File: src/rtl/taxi_reset_seq.sv
// ============================================================================
// Module   : taxi_reset_seq
// Purpose  : Ordered, spaced release of N_OUT reset domains after clock lock.
//            Optional statistics outputs under `TAXI_RST_SEQ_STATS_EN.
// Revision : 1.0 - initial release
// ============================================================================
`default_nettype none

module taxi_reset_seq #(
    parameter int N_OUT       = 4,
    parameter int HOLD_CYCLES = 16,
    parameter int STEP_CYCLES = 8
) (
    input  logic             clk,
    input  logic             rst,
    input  logic             locked,
    input  logic             sw_rst,
    output logic [N_OUT-1:0] rst_out,
    output logic             done,
    output logic             busy
`ifdef TAXI_RST_SEQ_STATS_EN
    ,
    output logic [15:0]      abort_count,
    output logic [15:0]      seq_count
`endif
);

    localparam int c_MAX = (HOLD_CYCLES > STEP_CYCLES) ? HOLD_CYCLES : STEP_CYCLES;
    localparam int CNT_W = $clog2(c_MAX + 1);

    localparam logic [CNT_W-1:0] c_HOLD = CNT_W'(HOLD_CYCLES);
    localparam logic [CNT_W-1:0] c_STEP = CNT_W'(STEP_CYCLES);
    localparam logic [N_OUT-1:0] c_ONES = '1;
    // Only the top domain still held: the next release finishes the sequence.
    localparam logic [N_OUT-1:0] c_LAST = ~(c_ONES >> 1);

    typedef enum logic [1:0] {
        S_HOLD    = 2'd0,
        S_RELEASE = 2'd1,
        S_DONE    = 2'd2
    } state_t;

    state_t           r_state;
    logic [CNT_W-1:0] r_cnt;
    logic [N_OUT-1:0] r_rst_out;
    logic             r_done;
    logic             r_busy;

    logic             w_abort;
    logic [CNT_W-1:0] w_cnt_inc;

    assign w_abort   = ~locked | sw_rst;
    assign w_cnt_inc = r_cnt + 1'b1;

    // The thermometer code in r_rst_out doubles as the release index.
    always_ff @(posedge clk or posedge rst) begin
        if (rst) begin
            r_state   <= S_HOLD;
            r_cnt     <= '0;
            r_rst_out <= '1;
            r_done    <= 1'b0;
            r_busy    <= 1'b1;
        end else if (w_abort) begin
            r_state   <= S_HOLD;
            r_cnt     <= '0;
            r_rst_out <= '1;
            r_done    <= 1'b0;
            r_busy    <= 1'b1;
        end else begin
            case (r_state)
                S_HOLD: begin
                    if (w_cnt_inc == c_HOLD) begin
                        r_cnt     <= '0;
                        r_rst_out <= r_rst_out << 1;
                        if (N_OUT == 1) begin
                            r_state <= S_DONE;
                            r_done  <= 1'b1;
                            r_busy  <= 1'b0;
                        end else begin
                            r_state <= S_RELEASE;
                        end
                    end else begin
                        r_cnt <= w_cnt_inc;
                    end
                end
                S_RELEASE: begin
                    if (w_cnt_inc == c_STEP) begin
                        r_cnt     <= '0;
                        r_rst_out <= r_rst_out << 1;
                        if (r_rst_out == c_LAST) begin
                            r_state <= S_DONE;
                            r_done  <= 1'b1;
                            r_busy  <= 1'b0;
                        end
                    end else begin
                        r_cnt <= w_cnt_inc;
                    end
                end
                S_DONE: begin
                    r_cnt <= '0;
                end
                default: begin
                    r_state   <= S_HOLD;
                    r_cnt     <= '0;
                    r_rst_out <= '1;
                    r_done    <= 1'b0;
                    r_busy    <= 1'b1;
                end
            endcase
        end
    end

    assign rst_out = r_rst_out;
    assign done    = r_done;
    assign busy    = r_busy;

`ifdef TAXI_RST_SEQ_STATS_EN
    logic [15:0] r_abort_count;
    logic [15:0] r_seq_count;
    logic        w_count_abort;
    logic        w_enter_done;

    // An abort from HOLD with an empty counter throws away no progress.
    assign w_count_abort = w_abort & ((r_state != S_HOLD) | (r_cnt != '0));
    assign w_enter_done  = ~w_abort &
        (((r_state == S_HOLD) & (w_cnt_inc == c_HOLD) & (N_OUT == 1)) |
         ((r_state == S_RELEASE) & (w_cnt_inc == c_STEP) & (r_rst_out == c_LAST)));

    always_ff @(posedge clk or posedge rst) begin
        if (rst) begin
            r_abort_count <= '0;
            r_seq_count   <= '0;
        end else begin
            if (w_count_abort && r_abort_count != 16'hFFFF) begin
                r_abort_count <= r_abort_count + 16'd1;
            end
            if (w_enter_done && r_seq_count != 16'hFFFF) begin
                r_seq_count <= r_seq_count + 16'd1;
            end
        end
    end

    assign abort_count = r_abort_count;
    assign seq_count   = r_seq_count;
`endif

endmodule

`default_nettype wire

File: config.mk
export PLATFORM = sky130hd
export DESIGN_NAME = taxi_reset_seq
export DESIGN_NICKNAME = d
export VERILOG_FILES = /design/src/rtl/taxi_reset_seq.sv
export SDC_FILE = /design/constraint.sdc
export NUM_CORES = 1
export LEC_CHECK = 0
export BUFFER_PORTS_ARGS = -buffer_cell sky130_fd_sc_hd__buf_4
export CAP_MARGIN = 20
export CORE_ASPECT_RATIO = 0.75
export CORE_MARGIN = 4
export CORE_UTILIZATION = 40
export CTS_BUF_LIST = sky130_fd_sc_hd__clkbuf_4 sky130_fd_sc_hd__clkbuf_8
export DETAILED_ROUTE_END_ITERATION = 10
export SLEW_MARGIN = 20
export SYNTH_ARGS = -nofsm -noshare
export SYNTH_HDL_FRONTEND = slang
export SYNTH_SLANG_ARGS = --single-unit
export TNS_END_PERCENT = 10
File: constraint.sdc
create_clock -name clk -period 1.6 [get_ports clk]
set_clock_uncertainty 0.15 [all_clocks]
set_input_delay 0.08 -clock clk [delete_from_list [all_inputs] [get_ports clk]]
set_output_delay 0.08 -clock clk [all_outputs]
set_load 0.01 [all_outputs]
==> impl_results.md, run 1 <==
- Status: finished, violations left
- Violated checks: setup timing
- Htree depth: 1
- Arr. time, crit path: 1.71 ns
- First-iteration detailed-routing DRC count: 13
- GPL Wtd Cong: approximately 0.76
- Syn Std Cell Area: around 800 sq um
- Pre-CTS setup slack: -0.05324 ns
- Clk_lat worst skew: 0.29 ns
- CTS max path bufs: 2
- Post-layout util: 0.5780
- Final WL: 1791 microns
- CP endpoint kind: flip-flop
- Via Count: 666
- Final hold vios: 0
- TritonCTS clock tree: yes
- Post-synthesis sequential area ratio: 0.4154
- Routed Antenna Nets: 0
- Slew Limit Fails: 0
- Period minus WS final: 1.662 ns
- Synth Flop Type: dfrtp_1
- IO Count: 10
- Slew @ Worst Pin: 0.5208 ns
- Dpl cells: about 120
- Worst EP required: 1.64 ns
- Grt total ovfl: 0
- Inserted Diodes: 0
- Non-Filler Instances: ~120
- CP startpoint kind: flip-flop
- Residual DRC count: 0
- Unrepaired setup endpoints after global routing: yes
- Crit-path max FO: 5
- Fmax: 601.5 MHz
- PortBufs: 9
- Area leader, netlist: dfrtp_1
- Initial antenna violation count: 0
- Hold Path Stages: 4
- Post-DR vias/cell: roughly 5.4
- FP Rows: 13
- Seq cells post-synth: 13
- Power per Cell Area: between 500 and 600 nW/um^2
- Synth Area per Inst: 10.50 sq um
- Largest net degree at the start of global routing: 14
- Layout cells sized above 1: 0.4950
- Uppermost layer routed: met4
- EDFF count, synth: 0
- M1 WL: just over 900 microns
- Peak VDD IR: 411.1 uV
- Setup TNS: -0.2009 ns
- First-pass GRT wire length: 3167 microns
- CTS Buf Count: 3
- Mapped Nets: 81
- Area Overhead vs Synth: 30.72%
- Clk root buf: clkbuf_4
- Final total power: 584.1 uW
- Largest cells by area after synthesis: dfrtp_1 (25%), dfstp_2 (16%), nor2_1 (3.8%)
- Final #Nets: about 110
- CORE AREA: 1805 sq um
- Gr usage total: 0.1630
- Hold crit path type: input port to flip-flop
- Path depth of the worst reg2reg path: 4
- Metal2 WL: 755 microns
- Initial Util: 0.4421
- DIE AREA: roughly 2800 sq um
- Clock Pin Slew Worst Setup and Hold Paths: 0.09 ns
- Max-Cap Viols: 0
- Yosys warns: 0
- Die height: 46.69 microns
- Pleak: about 0.45 nW
- Drt pass-1 iters: 4
- Wirelength per Cell: 14.56 microns
- Number of global-route vias before repair: ~630
- Die span in x: 59.59 microns
- Final setup fails: 7
- Final worst slack: -0.06241 ns
- Slew margin rel.: 0.6524
- DP HPWL: approximately 1400 microns
- Period utilization: 1.039
- Syn Inst Count: 76
- Critical path class: flip-flop to flip-flop
- Detail Route met3 WL: 114 microns
- Most frequent cells after synthesis: dfrtp_1 (8), nor2_1 (8), nand2_1 (7)
- # fillers: 168
- Top-area cell type share of the netlist area: 0.2508
- Async set-reset flop share out of synthesis: 1.000
- Synth cell types: 37
- Sink Count: 13
[worst max-delay path, stage by stage, from the launching register on]
cell and delay, ns:
dfrtp_2 0.46, xnor2_2 0.17, nand2b_4 0.16, a2111oi_4 0.47, a221oi_1 0.16
[registers in the layout, indices dropped and copies added (netlist names)]
| name | flops |
|---|---|
| done | 1 |
| busy | 1 |
| r_cnt | 5 |
| r_state | 2 |
| rst_out | 4 |
[cells in the final DEF (no fill, tap or decap), types with 2 or more instances in the layout]
| master | n |
|---|---|
| clkbuf_4 | 3 |
| nand2b_1 | 3 |
| dfstp_2 | 5 |
| xnor2_1 | 2 |
| nand2_1 | 7 |
| nor3b_2 | 2 |
| o21ai_2 | 2 |
| nor3_2 | 2 |
| a2111oi_1 | 2 |
| dfrtp_1 | 7 |
| nor2_1 | 8 |
| buf_4 | 23 |
| a221oi_2 | 2 |
| inv_1 | 5 |
| o21ai_1 | 2 |
[power by group]
part | switching, mW | internal (mW)
logic | 0.0201 | 0.0167
clock network | 0.119 | 0.0929
registers | 0.00385 | 0.331
[cells by family (layout without fill, tap and decap cells)]
group	after synthesis	after routing	share of synthesized area
AND/OR/NAND/NOR	33	33	0.2680
flip-flops	13	13	0.4154
adder cells (fa/ha/maj)	1	1	0.01567
buffers and inverters	8	33	0.04858
XOR/XNOR	4	4	0.05330
AO/OA/AOI/OAI	17	17	0.1991
[path summary, 6_finish.rpt]
| path | from | to | slack (ns) |
|---|---|---|---|
| max | r_cnt[3] | rst_out[3] | -0.06 |
| max in group asynchronous | rst | r_cnt[3] | 0.70 |
| min reg2reg | rst_out[0] | rst_out[1] | 0.38 |
| max reg2reg | r_cnt[3] | rst_out[3] | -0.06 |
| min in group asynchronous | rst | r_cnt[1] | 0.22 |
| min | sw_rst | r_cnt[4] | 0.05 |
[layer usage]
layer	up-vias	global-route usage
met2	17	0.2222
met3	2	0.06162
met1	318	0.2288
li1	329	-
met4	0	0.06637
met5	-	0
[final cells by class]
class,instances,area [sq um],area share
Multi-Input combinational cell,55,454.2,0.4353
Clock inverter,1,5.005,0.004796
Inverter,5,18.77,0.01799
Tap cell,22,27.53,0.02638
Clock buffer,3,22.52,0.02158
Sequential cell,13,332.8,0.3189
Timing Repair Buffer,24,182.7,0.1751
[per-stage QoR]
stage               cell area (sq um)  hold WS (ns)
global route                     1044       0.03714
floorplan                       798.3       -0.1966
detailed placement              978.4     0.0003358
finish                           1044       0.04503
global placement                978.4      -0.01469
CTS                              1033       0.03681
[what timing repair did]
action | CTS | global route
pin swaps | 3 | 1
hold endpoints to repair | 8 | 0
endpoints found under the setup margin | 8 | 12
setup buffers | 0 | 0
hold buffers | 1 | 0
gates cloned | 0 | 0
gates resized for setup | 6 | 3
Note: power is estimated with default switching activity, not from simulation.
==> run 2, diff against run 1 <==
ABC_AREA = 1   (was unset)
==> run 2 against run 1 <==
Register-to-register slack improved by 0.11 ns. The run now ends clean. First-iteration DRC count is 23% higher. Combinational power rose to 3.8 times the previous value. Critical path depth grew 3. Largest cell class unchanged. Synthesized cell count grew 16%. Largest power group unchanged. Setup slack better by 0.11 ns. Via count is 1.4% lower. Wire length shrank 5.1%. Sequential power increased by 13%. Worst hold slack improved by 0.023 ns. Critical path type unchanged.
==> impl_results.md, run 2 <==
- Status: complete, no violations (was finished, violations left)
- Yosys warns: 0 (unchanged)
- Slowest Stage Delay on Critical Path: 0.42 ns (was 0.47 ns)
- Seq cells post-synth: 13 (unchanged)
- Slew @ Worst Pin: 0.5293 ns (was 0.5208 ns)
- Clock Pin Slew Worst Setup and Hold Paths: 0.08 ns (was 0.09 ns)
- Crit-path most repeated cell: nand2_4
- Slew margin rel.: 0.6467 (was 0.6524)
- Most Used Layer, Global Route: met2 (was met1)
- Met1 Use GR: 0.1965 (was 0.2288)
- Peak VDD IR: 341.0 uV (was 411.1 uV)
- Final hold vios: 0 (unchanged)
- Number of global-route vias before repair: 636 (was 625)
- Unrepaired setup endpoints after global routing: yes (unchanged)
- Layout cells sized above 1: 0.4019 (was 0.4950)
- Period utilization: 0.9717 (was 1.039)
- Pleak: 0.4703 nW (was 0.4485 nW)
- Critical path origin: r_cnt[1] (was r_cnt[3])
- R2R setup slack: 0.05 ns (was -0.06 ns)
- Cells along the critical path: ha_4 > nand3_1 > nand2_2 > nand4_4 > nand2_4 > nand2_4 > and2_4 (was xnor2_2 > nand2b_4 > a2111oi_4 > a221oi_1)
- Hold crit path type: input port to flip-flop (unchanged)
- R2r startpoint: r_cnt[1] (was r_cnt[3])
- IO Count: 10 (unchanged)
- Inserted Diodes: 0 (unchanged)
- Area leader, netlist: dfrtp_1 (unchanged)
- Final #Nets: 113 (was 107)
- Slew Limit Fails: 0 (unchanged)
- Top-count cell post-synth: nand2_1
- Die span in x: 57.14 microns (was 59.59 microns)
- Initial antenna violation count: 0 (unchanged)
- First-iteration detailed-routing DRC count: 16 (was 13)
- Initial Util: 0.4202 (was 0.4421)
- CORE AREA: 1724 sq um (was 1805 sq um)
- GPL Wtd Cong: 0.8182 (was 0.7630)
- Largest cells by area after synthesis: dfrtp_1 (28%), dfstp_2 (18%), nand2_1 (11%) (was dfrtp_1 (25%), dfstp_2 (16%), nor2_1 (3.8%))
- PortBufs: 9 (unchanged)
- TritonCTS clock tree: yes (unchanged)
- Most frequent cells after synthesis: nand2_1 (21), nand3_1 (12), inv_1 (11) (was dfrtp_1 (8), nor2_1 (8), nand2_1 (7))
- Non-Filler Instances: 129 (was 123)
- EDFF count, synth: 0 (unchanged)
- Worst path slowest cell: dfrtp_1 (was a2111oi_4)
- DP HPWL: 1186 microns (was 1376 microns)
- CP startpoint kind: flip-flop (unchanged)
- Sink Count: 13 (unchanged)
- Critical path class: flip-flop to flip-flop (unchanged)
- Setup TNS: 0 ns (was -0.2009 ns)
- Critical Path Sink: r_state[0] (was rst_out[3])
- Routed Antenna Nets: 0 (unchanged)
- Final WL: 1699 microns (was 1791 microns)
- Top-area cell type share of the netlist area: 0.2763 (was 0.2508)
- Via Count: 657 (was 666)
- Area Overhead vs Synth: 33.68% (was 30.72%)
- Clk_lat worst skew: 0.27 ns (was 0.29 ns)
- Die height: 44.86 microns (was 46.69 microns)
- CP endpoint kind: flip-flop (unchanged)
- Gr usage total: 0.1501 (was 0.1630)
- Synth Flop Type: dfrtp_1 (unchanged)
- Final setup fails: 0 (was 7)
- Wirelength per Cell: 13.17 microns (was 14.56 microns)
- Max-Cap Viols: 0 (unchanged)
- Power per Cell Area: 766.6 nW/um^2 (was 559.8 nW/um^2)
- Clk root buf: clkbuf_4 (unchanged)
- Smallest hold slack: 0.06789 ns (was 0.04503 ns)
- Grt total ovfl: 0 (unchanged)
- Met3 Use GR: 0.04571 (was 0.06162)
- # fillers: 164 (was 168)
- Worst EP required: 1.63 ns (was 1.64 ns)
- Crit-path max FO: 7 (was 5)
- Fmax: 643.2 MHz (was 601.5 MHz)
- Syn Inst Count: 88 (was 76)
- Mapped Nets: 93 (was 81)
- Met2 global-route usage: 0.2323 (was 0.2222)
- DIE AREA: 2563 sq um (was 2782 sq um)
- CTS max path bufs: 2 (unchanged)
- Syn Std Cell Area: 724.4 sq um (was 798.3 sq um)
- Reg-to-Reg End: r_state[0] (was rst_out[3])
- Period minus WS final: 1.555 ns (was 1.662 ns)
- CTS Buf Count: 3 (unchanged)
- Synth cell types: 21 (was 37)
- Largest register by flop count: r_cnt (unchanged)
- FP Rows: 13 (unchanged)
- Post-synthesis sequential area ratio: 0.4577 (was 0.4154)
- Arr. time, crit path: 1.58 ns (was 1.71 ns)
- First-pass GRT wire length: 2904 microns (was 3167 microns)
- Most frequent cells in the layout: nand2_1 (17), buf_4 (12), inv_1 (11), nand3_1 (11), dfrtp_1 (8) (was buf_4 (23), nor2_1 (8), nand2_1 (7), dfrtp_1 (7))
- Htree depth: 1 (unchanged)
- Async set-reset flop share out of synthesis: 1.000 (unchanged)
- Synth Area per Inst: 8.232 sq um (was 10.50 sq um)
- Drt pass-1 iters: 4 (unchanged)
- Post-DR vias/cell: 5.093 (was 5.415)
- Residual DRC count: 0 (unchanged)
- Largest net degree at the start of global routing: 14 (unchanged)
- Dpl cells: 121 (was 118)
- Path depth of the worst reg2reg path: 7 (was 4)
- Max reg flops: 5 (unchanged)
- Commonest non-fill, non-tap cell in the layout: nand2_1 (was buf_4)
## run 2: cells by family (layout without fill, tap and decap cells)
| logic type | Yosys count | after routing | synth area share |
|---|---|---|---|
| adders and majority gates | 1 | 1 | 0.01727 |
| AOI/OAI and AO/OA | 5 | 5 | 0.03799 |
| buffers and inverters | 13 | 32 | 0.06907 |
| DFF | 13 | 13 | 0.4577 |
| and+or+nand+nor | 56 | 56 | 0.4180 |
## run 2: worst min path at each step
stage / from / cells after the start / endpoint / slack (ns)
after floorplan: rst / 1 / done / -0.20
final: locked / 5 / r_state[1] / 0.07
after global placement: rst / 2 / r_cnt[2] / -0.004
after global routing: locked / 5 / r_state[1] / 0.10
after CTS: locked / 5 / r_state[1] / 0.07
after detailed placement: rst / 2 / r_cnt[2] / 0.004
## run 2: cell type report
| class | instances | area (sq um) | area share |
|---|---|---|---|
| inverters | 13 | 53.80 | 0.05556 |
| well taps | 22 | 27.53 | 0.02842 |
| clock buffers | 4 | 30.03 | 0.03101 |
| repair buffers | 15 | 121.4 | 0.1253 |
| flip-flops and latches | 13 | 331.6 | 0.3424 |
| multi-input cells | 62 | 404.1 | 0.4173 |
## run 2: timing repair
action | CTS | global route
endpoints found under the setup margin | 4 | 9
hold buffers | 2 | 0
pin swaps | 1 | 4
gates resized for setup | 3 | 11
hold endpoints to repair | 11 | 0
setup buffers | 1 | 1
## run 2: report_power, final
group          internal, mW  switching (mW)
Sequential            0.359          0.0194
Clock                 0.114           0.112
Combinational        0.0615          0.0767
Total                 0.534           0.208
## run 2: per-stage QoR
| step | total power [mW] | worst slack [ns] | area (sq um) | utilization |
|---|---|---|---|---|
| 6_report | 0.7424 | 0.04534 | 968.4 | 0.5617 |
| 4_1_cts | 0.7359 | 0.01045 | 914.6 | 0.5305 |
| 3_5_place_dp | 0.5016 | -0.05981 | 837.1 | 0.4855 |
| 3_3_place_gp | 0.4991 | 0.003163 | 837.1 | 0.4855 |
| 2_1_floorplan | 0.4523 | 0.02115 | 726.9 | - |
| 5_1_grt | 0.7822 | -0.04190 | 968.4 | 0.5617 |
## run 2: worst max-delay path, delay by kind of cell (launching register included)
family                   cells  cell delay, ns
AND/OR/NAND/NOR              6            0.69
flip-flops                   1            0.42
adder cells (fa/ha/maj)      1            0.18
## run 2: per-layer routing
metal | share of wire | vias up | routed length (microns)
met5 | 0 | - | 0
met4 | 0.031 | 0 | 52
met3 | 0.047 | 6 | 80
met2 | 0.43 | 17 | 737
met1 | 0.49 | 316 | 829
li1 | - | 318 | -
